==> src/rtl/cnn_addr_pkg.sv <==
// cnn_addr_pkg: shared geometry, sizing helpers and scan states for the CNN address generators
package cnn_addr_pkg;
  localparam int MNIST_W = 28;
  localparam int C1_W = 24;
  localparam int P1_W = 12;
  localparam int C2_W = 8;
  localparam int P2_W = 4;
  typedef enum logic [1:0] {IDLE, RUN, DONE} scan_state_t;
  function automatic int out_dim(input int img, input int k, input int stride);
    return (img - k) / stride + 1;
  endfunction
  function automatic int cnt_w(input int n);
    return n > 1 ? $clog2(n) : 1;
  endfunction
endpackage

==> src/rtl/window_tap_counter.sv <==
// window_tap_counter: nested kc/kr/ch tap counter with wrap flags, shared with the weight readers
module window_tap_counter
  import cnn_addr_pkg::*;
#(
  parameter int K = 5,
  parameter int CH = 1
) (
  input  logic                   clk,
  input  logic                   reset,
  input  logic                   clear,
  input  logic                   advance,
  output logic [cnt_w(K)-1:0]    kc,
  output logic [cnt_w(K)-1:0]    kr,
  output logic [cnt_w(CH)-1:0]   ch,
  output logic                   col_wrap,
  output logic                   row_wrap,
  output logic                   win_wrap
);
  localparam int KW = cnt_w(K);
  localparam int CW = cnt_w(CH);
  localparam logic [KW-1:0] KM = KW'(K - 1);
  localparam logic [CW-1:0] CM = CW'(CH - 1);
  assign col_wrap = kc == KM;
  assign row_wrap = col_wrap && kr == KM;
  assign win_wrap = row_wrap && ch == CM;
  always_ff @(posedge clk or posedge reset) begin
    if (reset) {kc, kr, ch} <= '0;
    else if (clear) {kc, kr, ch} <= '0;
    else if (advance) begin
      kc <= col_wrap ? '0 : kc + 1'b1;
      if (col_wrap) kr <= row_wrap ? '0 : kr + 1'b1;
      if (row_wrap) ch <= win_wrap ? '0 : ch + 1'b1;
    end
  end
endmodule

==> src/rtl/window_addr_gen.sv <==
// window_addr_gen: multi-lane sliding-window tap address generator with start/busy/done handshake
module window_addr_gen
  import cnn_addr_pkg::*;
#(
  parameter int IMG_W = MNIST_W,
  parameter int IMG_H = MNIST_W,
  parameter int K = 5,
  parameter int STRIDE = 1,
  parameter int CH = 1,
  parameter int LANES = 4,
  parameter int LANE_ROWS = 6,
  parameter int BASE = 0,
  parameter int ADDR_W = 10
) (
  input  logic                    clk,
  input  logic                    reset,
  input  logic                    start,
  input  logic                    ready,
  output logic [LANES*ADDR_W-1:0] addr,
  output logic                    valid,
  output logic                    win_last,
  output logic [ADDR_W-1:0]       out_idx,
  output logic                    busy,
  output logic                    done
);
  localparam int OUT_W = out_dim(IMG_W, K, STRIDE);
  localparam int OUT_H = out_dim(IMG_H, K, STRIDE);
  localparam int PLANE = IMG_W * IMG_H;
  localparam int KW = cnt_w(K);
  localparam int CW = cnt_w(CH);
  localparam int XW = cnt_w(OUT_W);
  localparam int YW = cnt_w(LANE_ROWS);
  // distance from the last tap of a window back to its first tap
  localparam int BACK = (K - 1) * IMG_W + (K - 1) + (CH - 1) * PLANE;
  localparam logic [ADDR_W-1:0] D_COL = ADDR_W'(IMG_W - K + 1);
  localparam logic [ADDR_W-1:0] D_CH = ADDR_W'(PLANE - (K - 1) * IMG_W - (K - 1));
  localparam logic [ADDR_W-1:0] D_OX = ADDR_W'(STRIDE - BACK);
  localparam logic [ADDR_W-1:0] D_OY = ADDR_W'(STRIDE * IMG_W - (OUT_W - 1) * STRIDE - BACK);
  if ((IMG_W - K) % STRIDE != 0 || (IMG_H - K) % STRIDE != 0) begin : g_stride_err
    $error("window_addr_gen: stride does not tile the plane");
  end
  if (LANES * LANE_ROWS != OUT_H) begin : g_lane_err
    $error("window_addr_gen: LANES*LANE_ROWS must equal OUT_H");
  end
  if (longint'(BASE) + longint'(CH) * PLANE - 1 >= (longint'(1) << ADDR_W)) begin : g_width_err
    $error("window_addr_gen: address range exceeds ADDR_W");
  end
  scan_state_t state;
  logic [KW-1:0] kc, kr;
  logic [CW-1:0] ch;
  logic [XW-1:0] ox;
  logic [YW-1:0] oy;
  logic [ADDR_W-1:0] acc [LANES];
  logic [ADDR_W-1:0] step;
  logic adv, col_wrap, row_wrap, win_wrap, ox_end, oy_end, final_beat;
  window_tap_counter #(.K(K), .CH(CH)) u_taps (
    .clk(clk), .reset(reset), .clear(state == IDLE), .advance(adv),
    .kc(kc), .kr(kr), .ch(ch),
    .col_wrap(col_wrap), .row_wrap(row_wrap), .win_wrap(win_wrap)
  );
  assign adv = valid && ready;
  assign ox_end = ox == XW'(OUT_W - 1);
  assign oy_end = oy == YW'(LANE_ROWS - 1);
  assign final_beat = win_wrap && ox_end && oy_end;
  assign win_last = valid && kc == KW'(K - 1) && kr == KW'(K - 1) && ch == CW'(CH - 1);
  assign step = !col_wrap ? ADDR_W'(1) : !row_wrap ? D_COL : !win_wrap ? D_CH : !ox_end ? D_OX : D_OY;
  for (genvar g = 0; g < LANES; g++) begin : g_lane
    assign addr[g*ADDR_W +: ADDR_W] = acc[g];
  end
  always_ff @(posedge clk or posedge reset) begin
    if (reset) begin
      state <= IDLE;
      {valid, busy, done} <= '0;
      ox <= '0;
      oy <= '0;
      out_idx <= '0;
      for (int l = 0; l < LANES; l++) acc[l] <= '0;
    end else begin
      case (state)
        IDLE: if (start) begin
          state <= RUN;
          valid <= 1'b1;
          busy <= 1'b1;
          for (int l = 0; l < LANES; l++) acc[l] <= ADDR_W'(BASE + l * LANE_ROWS * STRIDE * IMG_W);
        end
        RUN: if (adv) begin
          if (win_wrap) begin
            ox <= ox_end ? '0 : ox + 1'b1;
            if (ox_end) oy <= oy_end ? '0 : oy + 1'b1;
            out_idx <= final_beat ? '0 : out_idx + 1'b1;
          end
          for (int l = 0; l < LANES; l++) acc[l] <= final_beat ? '0 : acc[l] + step;
          if (final_beat) begin
            state <= DONE;
            valid <= 1'b0;
            busy <= 1'b0;
            done <= 1'b1;
          end
        end
        DONE: begin
          state <= IDLE;
          done <= 1'b0;
        end
        default: state <= IDLE;
      endcase
    end
  end
endmodule

==> config.mk <==
export PLATFORM = sky130hd
export DESIGN_NAME = window_addr_gen
export DESIGN_NICKNAME = d
export VERILOG_FILES = /design/src/rtl/cnn_addr_pkg.sv /design/src/rtl/window_tap_counter.sv /design/src/rtl/window_addr_gen.sv
export SDC_FILE = /design/constraint.sdc
export NUM_CORES = 1
export LEC_CHECK = 0
export CAP_MARGIN = 20
export CORE_MARGIN = 2
export CORE_UTILIZATION = 45
export DETAILED_ROUTE_END_ITERATION = 8
export PLACE_DENSITY_LB_ADDON = 0.3
export SYNTH_ARGS = -nofsm -noshare
export SYNTH_HDL_FRONTEND = slang
export SYNTH_HIERARCHICAL = 1
export SYNTH_SLANG_ARGS = --single-unit
==> constraint.sdc <==
create_clock -name clk -period 7.87 [get_ports clk]
set_input_delay 1.1805 -clock clk [delete_from_list [all_inputs] [get_ports clk]]
set_output_delay 1.1805 -clock clk [all_outputs]
set_load 0.01 [all_outputs]
==> metrics.cfg, run 1 <==
[worst_setup_path]
slowest_delay_ps=820
cp_data_arrival_time_ps=4140
path_cells=inv_1 -> ha_1 -> and4_1 -> nor2b_1 -> buf_4 -> inv_1 -> nor3_2 -> nand2b_1 -> nor3_1 -> mux2_2 -> a221o_1
cpMostUsedCell=inv_1
end_kind=flip-flop
worstReg2RegStart=u_taps/kc[0]$_DFFE_PP0P_
startpoint_type=flip-flop
reg2reg_depth=11
cp.required_ps=8100
path_class=flip-flop to flip-flop
r2r-end=addr[9]$_DFFE_PP0P_
ff2ff_setup_slack_ps=3970
cp_slowest_cell=nand2b_1
cp_max_fo=26

[clock_network]
cts_hold_buf=0
clock_sinks=69
cts_max_path_buffers=2
path_clk_slew_ps=80
cts-root-buf=clkbuf_8
cts_tree=yes
postCtsSetupRepairBufs=0
cts_buffers=9
cts_resized=0
h-tree-depth=3
worstSkewPairLatency_ps=340

[sta]
finalCriticalPeriod_ps=3900
fin_ws_ps=3970
timing.hold.ws_ps=523
fmax_ghz=0.256
hold_viol=0
fin_crit_sh_pct=49.6
rsz0062_at_grt=false
max_slew.worst_pin.slew_ps=948
max-slew-margin-rel_pct=36.8
slew_viol_final=0
setup_tns_ps=0
finalSetupViolCount=0
finClkSkew_ps=5.79

[outcome]
outcome=complete, no violations

[drt]
wl_met1_mm=4.85
vias=3883
via_per_inst=5.74
ant_nets=0
wirelength_mm=11.0
wl_met3_um=497
routed-wl-met2_mm=5.36
drtIter0Drc=201
dr.pass1.iters=4
drc=0
routedWlPerCell_um=16.3
highest_layer=met4

[die]
die-area_um2=10700
die_y_um=103
dieWidth_um=103
core_area_um2=9680
pin_count=58
start_util_pct=46.0
fp-row-count=36

[power]
power.density_nw_per_um2=158
peakVddDrop_mv=0.0937
p_leak_nw=2.31
fin_total_pwr_uw=843

[worst_hold_path]
hold_class=flip-flop to flip-flop
whs_path_depth=2
min_to=addr[7]$_DFFE_PP0P_
worstHoldStart=addr[7]$_DFFE_PP0P_

[final_layout]
layout_commonest_cell=dfrtp_1
layout-drive-gt1-share_pct=7.72
layout.cells.non_filler=677
nets=573
areaGrowthSynthToFinish_pct=20.0
diodes=0
layout_common_cells=69 x dfrtp_1, 57 x clkdlybuf4s50_1, 53 x nand2_1, 38 x a21oi_1
fin_area_um2=5340
fin_util_pct=55.2

[synth]
ys_warn_count=6
synth_cell_types=70
syn-num-nets=518
synth_seq_area_share_pct=38.8
ys_top_cells_by_area=dfrtp_1 39%, ha_1 8.4%, nand2_1 4.5%
synthArstFlopShare_pct=100
synthCells=484
synth-seq-cells=69
synth.cell_area_um2=4450
synth_flop_cell=dfrtp_1
synth_edf_count=0
synth_top_cell_area_share_pct=38.8
synth_area_per_cell_um2=9.20
synth.largest_area_cell=dfrtp_1

[placement]
dpl_cell_area_um2=5140
place_ws_ps=4010
placed_cells=661
hpwlAfterDp_mm=7.78
portBuffers=57
gp_congestion=0.824

[global_routing]
grt_pass1_vias=3838
antenna_found_initial=0
grt_pass1_wl_mm=18.2
grt_max_degree=63
grt_usage_pct=21.8
gr-total-overflow=0

[run]
drv_cap=0

how the worst max path moves through the flow:
| stage | cells past startpoint | start | to | slack [ps] |
|---|---|---|---|---|
| detailed placement | 11 | u_taps/kc[0]$_DFFE_PP0P_ | addr[9]$_DFFE_PP0P_ | 4010 |
| floorplan | 14 | u_taps/kc[0]$_DFFE_PP0P_ | addr[9]$_DFFE_PP0P_ | 4410 |
| CTS | 11 | u_taps/kc[0]$_DFFE_PP0P_ | addr[9]$_DFFE_PP0P_ | 3990 |
| finish | 11 | u_taps/kc[0]$_DFFE_PP0P_ | addr[9]$_DFFE_PP0P_ | 3970 |
| global route | 11 | u_taps/kc[0]$_DFFE_PP0P_ | addr[9]$_DFFE_PP0P_ | 3610 |
| global placement | 11 | u_taps/kc[0]$_DFFE_PP0P_ | addr[9]$_DFFE_PP0P_ | 4150 |
power breakdown:
group          switching, mW  internal [mW]
Combinational         0.0690         0.0757
Sequential            0.0253          0.377
Clock                  0.142          0.154
Total                  0.236          0.606
state kept, by name, indices dropped and copies added, names as in the netlist:
| name | cells |
|---|---|
| addr | 40 |
| out_idx | 10 |
| ox | 5 |
| oy | 3 |
| u_taps/kc | 3 |
| u_taps/kr | 3 |
| state | 2 |
| busy | 1 |
| done | 1 |
| u_taps/ch | 1 |
routing by layer:
layer  GRT usage [%]  vias up
met5               0        -
met3            4.77       25
met2            36.0      101
met4            8.81        0
li1                -     1875
met1            27.7     1882
cell type report:
type | count | area [um^2]
clock buffer | 10 | 138
clock inverter | 6 | 62.6
inverter | 21 | 78.8
fill | 873 | 4340
tap | 133 | 166
timing repair buffer | 62 | 608
multi-input combinational | 376 | 2560
sequential | 69 | 1730
cell families after synthesis:
kind of cell	after synthesis	synth area share [%]
buffers and inverters	39	3.77
AOI/OAI and AO/OA	139	21.9
DFF	69	38.8
and+or+nand+nor	170	19.5
xor gates and xnor gates	28	5.51
adders and majority gates	32	8.91
muxes	7	1.63
worst max-delay path, delay by kind of cell (launching register included):
family	cells	cell delay, ps
simple gates	5	2140
flops	1	410
fa+ha+maj	1	210
buf+inv	3	450
mux	1	300
compound gates	1	260
cell usage after synthesis (3+ instances only):
master and instances:
a31oi_1 3, xnor2_1 17, dfrtp_1 69, and4b_1 3, ha_1 30, buf_2 5, nand3b_1 4, nand2_1 53
o21a_1 7, xor2_1 11, a311oi_1 5, clkbuf_1 10, nor3_1 17, o21ai_0 32, mux2i_1 5, nand4_1 8
nor2_1 32, a21oi_1 38, nand3_1 12, nand2b_1 6, or3_1 6, a211oi_1 5, and2_1 8, o22ai_1 4
inv_1 20, a22o_1 9, o211ai_1 6, a21o_1 4
(Power assumes the default switching activity.)
==> run 2: changes to the inputs <==
clock period = 3.48 ns   (was 7.87 ns; I/O delays follow)
==> run 2 against run 1 <==
Clock power up 120%. Highest routed layer unchanged. Critical path type unchanged. Sequential share of layout area down 0.41 points. Clock skew up 3.7 ps. Routed wire length about the same. Total power up 120%. Setup slack worse by 3700 ps. Count of clock-buffer cells in the layout up 1. Cell count up 1.5%.
==> metrics.cfg, run 2 (synthesis results as in run 1) <==
[die]
pin_count=58  ; unchanged
die_y_um=103  ; unchanged
die-area_um2=10700  ; unchanged
start_util_pct=46.0  ; unchanged
dieWidth_um=103  ; unchanged
fp-row-count=36  ; unchanged
core_area_um2=9680  ; unchanged

[sta]
fmax_ghz=0.315  ; +23%
rsz0062_at_grt=false
fin_ws_ps=302  ; -3670 ps
max-slew-margin-rel_pct=46.2  ; +9.4 points
fin_crit_sh_pct=91.3  ; +42 points
max_slew.worst_pin.slew_ps=804  ; -145 ps
setup_tns_ps=0  ; unchanged
finalCriticalPeriod_ps=3180  ; -725 ps
finClkSkew_ps=9.48  ; +3.69 ps
hold_viol=0  ; unchanged
slew_viol_final=0  ; unchanged
timing.hold.ws_ps=454  ; -69.3 ps
finalSetupViolCount=0  ; unchanged

[final_layout]
fillers=889  ; +1.8%
layout-drive-gt1-share_pct=9.39  ; +1.7 points
layout_commonest_cell=dfrtp_1
nets=583  ; +1.7%
diodes=0  ; unchanged
fin_util_pct=55.9  ; +0.71 points
areaGrowthSynthToFinish_pct=21.6
layout_common_cells=69 x dfrtp_1, 57 x clkdlybuf4s50_1, 53 x nand2_1, 38 x a21oi_1
largest_reg_flops=40  ; unchanged

[global_routing]
grt_usage_pct=22.2  ; +0.47 points
grt_pass1_wl_mm=18.4  ; +1.5%
grt_pass1_vias=3879  ; +1.1%
grt_max_degree=63  ; unchanged
antenna_found_initial=0  ; unchanged
gr-total-overflow=0  ; unchanged

[placement]
place_ws_ps=271  ; -3740 ps
portBuffers=57  ; unchanged
hpwlAfterDp_mm=8.01  ; +3.0%
gp_congestion=0.827  ; +0.44%

[worst_setup_path]
cp_max_fo=14  ; -46%
cp.required_ps=3720  ; -4380 ps
path_class=flip-flop to flip-flop
startpoint_type=flip-flop
cp_data_arrival_time_ps=3420  ; -720 ps
end_kind=flip-flop

[run]
drv_cap=0  ; unchanged

[drt]
dr.pass1.iters=4  ; unchanged
drc=0  ; unchanged
ant_nets=0  ; unchanged
routedWlPerCell_um=16.0  ; -1.4%
wirelength_mm=11.0  ; about the same
drtIter0Drc=182  ; -9.5%
vias=3871  ; -0.31%
via_per_inst=5.63  ; -1.8%

[clock_network]
h-tree-depth=3  ; unchanged
path_clk_slew_ps=80  ; about the same
cts_buffers=9  ; unchanged
clock_sinks=69  ; unchanged
worstSkewPairLatency_ps=350  ; about the same
cts_hold_buf=0  ; unchanged
cts_tree=yes
cts_max_path_buffers=2  ; unchanged
cts-root-buf=clkbuf_8

[power]
p_leak_nw=2.37  ; +2.6%
peakVddDrop_mv=0.175  ; +87%
fin_total_pwr_mw=1.89  ; +120%
power.density_nw_per_um2=348  ; +120%

[worst_hold_path]
hold_class=input port to async pin

[outcome]
outcome=complete, no violations

[run 2: cell count changes in the layout (fill, tap and decap cells not counted)]
cell        previous run  this run
clkinv_2               2         4
nor2b_1                2         1
clkbuf_1               0         1
clkinvlp_4             3         0
buf_4                  5        15
nor2b_2                0         1
[run 2: final timing paths]
kind	start	end	slack, ps	cells after the start
hold / removal	reset	u_taps/kc[1]$_DFFE_PP0P_	450	2
min in group clk	oy[0]$_DFFE_PP0P_	oy[0]$_DFFE_PP0P_	520	1
setup reg to reg	u_taps/kc[0]$_DFFE_PP0P_	addr[9]$_DFFE_PP0P_	300	12
setup / recovery	u_taps/kc[0]$_DFFE_PP0P_	addr[9]$_DFFE_PP0P_	300	12
hold reg to reg	oy[0]$_DFFE_PP0P_	oy[0]$_DFFE_PP0P_	520	1
max in group asynchronous	reset	addr[18]$_DFFE_PP0P_	2220	3
[run 2: critical path, cell delays in order, from the launching register on]
cell      delay, ps
dfrtp_1         400
inv_1            70
ha_1            240
and4_1          170
buf_4           170
nand2_2         310
nor2_1          140
ha_1            400
nand4_1         200
o21bai_1        250
o311ai_4        110
mux2_2          370
a221o_1         250
[run 2: layer usage]
| metal | wire length [um] | GRT usage, % | part of all wire, % | vias to the layer above |
|---|---|---|---|---|
| met4 | 135 | 7.19 | 1.2 | 0 |
| li1 | - | - | - | 1894 |
| met5 | 0 | 0 | 0 | - |
| met1 | 4840 | 28.5 | 44 | 1870 |
| met3 | 575 | 4.17 | 5.2 | 13 |
| met2 | 5450 | 38.0 | 50 | 94 |
[run 2: metrics by stage]
step / instance area, um^2 / cells
after global placement: 5220 / 671
after detailed placement: 5220 / 671
after global routing: 5410 / 687
final: 5410 / 687
after CTS: 5410 / 687
after floorplan: 4450 / 484
[run 2: where the power goes]
part | total [mW] | internal, mW | switching [mW] | leakage, nW
clock network | 0.653 | 0.346 | 0.307 | 0.103
logic | 0.323 | 0.171 | 0.152 | 1.37
registers | 0.910 | 0.853 | 0.0574 | 0.904
[run 2: layout make-up]
type	instances	area [um^2]	share of cell area, %
sequential	69	1730	31.9
clock inverter	5	50.0	0.925
tap	133	166	3.07
timing repair buffer	72	683	12.6
clock buffer	11	141	2.61
multi-input combinational	376	2570	47.4
inverter	21	78.8	1.46
[run 2: what timing repair did]
| item | CTS | global route |
|---|---|---|
| setup endpoints to repair | 0 | 1 |
| resized for setup | 0 | 1 |
| buffers inserted | 0 | 0 |
==> run 3: changes to the inputs <==
CORE_UTILIZATION = 51   (was 45)
==> run 3 against run 2 <==
Sequential share of layout area is 0.059 points higher. Critical endpoint unchanged. Largest power group unchanged. Via count is 2.9% higher. Sequential power is 0.4% higher. Critical path type unchanged. Largest cell class unchanged. Routed wire length is 3.9% higher. Highest routed layer unchanged.
==> metrics.cfg, run 3 (synthesis results as in run 1) <==
[worst_setup_path]
path_class=flip-flop to flip-flop
startpoint_type=flip-flop
cp_data_arrival_time_ps=3480  ; +60 ps
end_kind=flip-flop
cp_max_fo=6  ; -8
cp.required_ps=3730  ; about the same

[final_layout]
nets=583  ; unchanged
layout_commonest_cell=dfrtp_1
diodes=0  ; unchanged
layout.cells.non_filler=662  ; -3.6%
layout_common_cells=69 x dfrtp_1, 57 x clkdlybuf4s50_1, 52 x nand2_1, 38 x a21oi_1
areaGrowthSynthToFinish_pct=21.4
fin_util_pct=62.9  ; +7.0 points
largest_reg_flops=40  ; unchanged
fin_area_um2=5400  ; -0.18%
fillers=742  ; -17%
layout-drive-gt1-share_pct=9.75  ; +0.36 points

[die]
die_y_um=97.4  ; -5.8%
die-area_um2=9490  ; -11%
fp-row-count=34  ; -5.6%
pin_count=58  ; unchanged
start_util_pct=51.8  ; +5.8 points
dieWidth_um=97.4  ; -5.8%
core_area_um2=8590  ; -11%

[power]
power.density_nw_per_um2=360  ; +3.4%
p_leak_nw=2.37  ; -0.26%
p_switching_uw=551  ; +6.9%
power_frac_seq_pct=47.0  ; -1.3 points
pwr-share-clk_pct=36.0  ; +1.4 points
combPwrFrac_pct=17.0  ; about the same
peakVddDrop_mv=0.249  ; +42%
cellInternalPower_mw=1.39  ; +1.8%
swShare_pct=28.3  ; +0.98 points

[drt]
routed-wl-met2_mm=5.29  ; -3.0%
wirelength_mm=11.4  ; +3.9%
dr.pass1.iters=5  ; +1
highest_layer=met4
wl_met3_um=624  ; +8.5%
wl_met1_mm=5.28  ; +9.1%
drc=0  ; unchanged
vias=3982  ; +2.9%
ant_nets=0  ; unchanged
drtIter0Drc=286  ; +57%
via_per_inst=6.02  ; +6.8%
routedWlPerCell_um=17.3  ; +7.8%

[sta]
fin_crit_sh_pct=92.9  ; +1.6 points
fin_ws_ps=246  ; -55.8 ps
finClkSkew_ps=15.7  ; +6.25 ps
finalCriticalPeriod_ps=3230  ; +55.8 ps
setup_tns_ps=0  ; unchanged
rsz0062_at_grt=false
max_slew.worst_pin.slew_ps=803  ; -0.212 ps
max-slew-margin-rel_pct=46.4  ; +0.21 points
hold_viol=0  ; unchanged
fmax_ghz=0.309  ; -1.7%
finalSetupViolCount=0  ; unchanged
slew_viol_final=0  ; unchanged

[clock_network]
h-tree-depth=3  ; unchanged
cts_tree=yes
cts_resized=0  ; unchanged
path_clk_slew_ps=90  ; about the same
cts_buffers=9  ; unchanged
cts_hold_buf=0  ; unchanged
cts_max_path_buffers=2  ; unchanged
clock_sinks=69  ; unchanged
postCtsSetupRepairBufs=0  ; unchanged
cts-root-buf=clkbuf_8
worstSkewPairLatency_ps=360  ; about the same

[global_routing]
gr-total-overflow=0  ; unchanged
antenna_found_initial=0  ; unchanged
grt_max_degree=63  ; unchanged
grt_usage_pct=24.4  ; +2.1 points
grt_pass1_wl_mm=18.7  ; +1.1%
grt_pass1_vias=3772  ; -2.8%

[worst_hold_path]
hold_class=input port to async pin

[placement]
gp_congestion=0.944  ; +14%
placed_cells=646  ; -3.7%
place_ws_ps=174  ; -97.1 ps
dpl_cell_area_um2=5190  ; -0.60%
portBuffers=57  ; unchanged
hpwlAfterDp_mm=8.27  ; +3.3%

[outcome]
outcome=complete, no violations

[run]
drv_cap=0  ; unchanged

run 3: critical path: stages (launching register included):
cell      delay (ps)
dfrtp_1          420
inv_1             90
ha_1             210
and4_1           200
nor2b_2          210
inv_1             70
nor2_1           430
ha_1             290
nand4_1          200
o311ai_4         370
mux2_2           370
a221o_1          260
run 3: power groups by stage:
stage                     sequential [mW]  combinational, mW  clock [mW]
final                               0.914              0.331       0.701
after CTS                           0.913              0.332       0.704
after floorplan                     0.932              0.169           0
after detailed placement            0.927              0.329           0
after global routing                0.921              0.361       0.733
after global placement              0.927              0.321           0
run 3: stage by stage:
step                power [mW]  hold slack (ps)
global route              2.02              539
finish                    1.95              511
CTS                       1.95              519
detailed placement        1.26              505
global placement          1.25              494
floorplan                 1.10              325
run 3: final timing paths:
path / from / to / slack [ps] / cells after the start
max reg2reg: u_taps/kc[0]$_DFFE_PP0P_ / addr[9]$_DFFE_PP0P_ / 250 / 11
min reg2reg: ox[1]$_DFFE_PP0P_ / ox[1]$_DFFE_PP0P_ / 510 / 2
max: u_taps/kc[0]$_DFFE_PP0P_ / addr[9]$_DFFE_PP0P_ / 250 / 11
min: reset / u_taps/kc[2]$_DFFE_PP0P_ / 510 / 2
max in group asynchronous: reset / addr[3]$_DFFE_PP0P_ / 2140 / 3
min in group clk: ox[1]$_DFFE_PP0P_ / ox[1]$_DFFE_PP0P_ / 510 / 2
run 3: per-layer routing:
layer	vias to the layer above	track usage (%)
met4	0	8.97
met3	15	3.38
met2	147	38.2
met1	1926	34.6
li1	1894	-
met5	-	0
run 3: area by class of cell:
class	instances	area (um^2)	share of cell area (%)
multi-input cells	376	2570	47.5
flip-flops and latches	69	1730	32.0
repair buffers	72	683	12.6
clock buffers	11	151	2.80
well taps	108	135	2.50
inverters	21	78.8	1.46
clock inverters	5	58.8	1.09
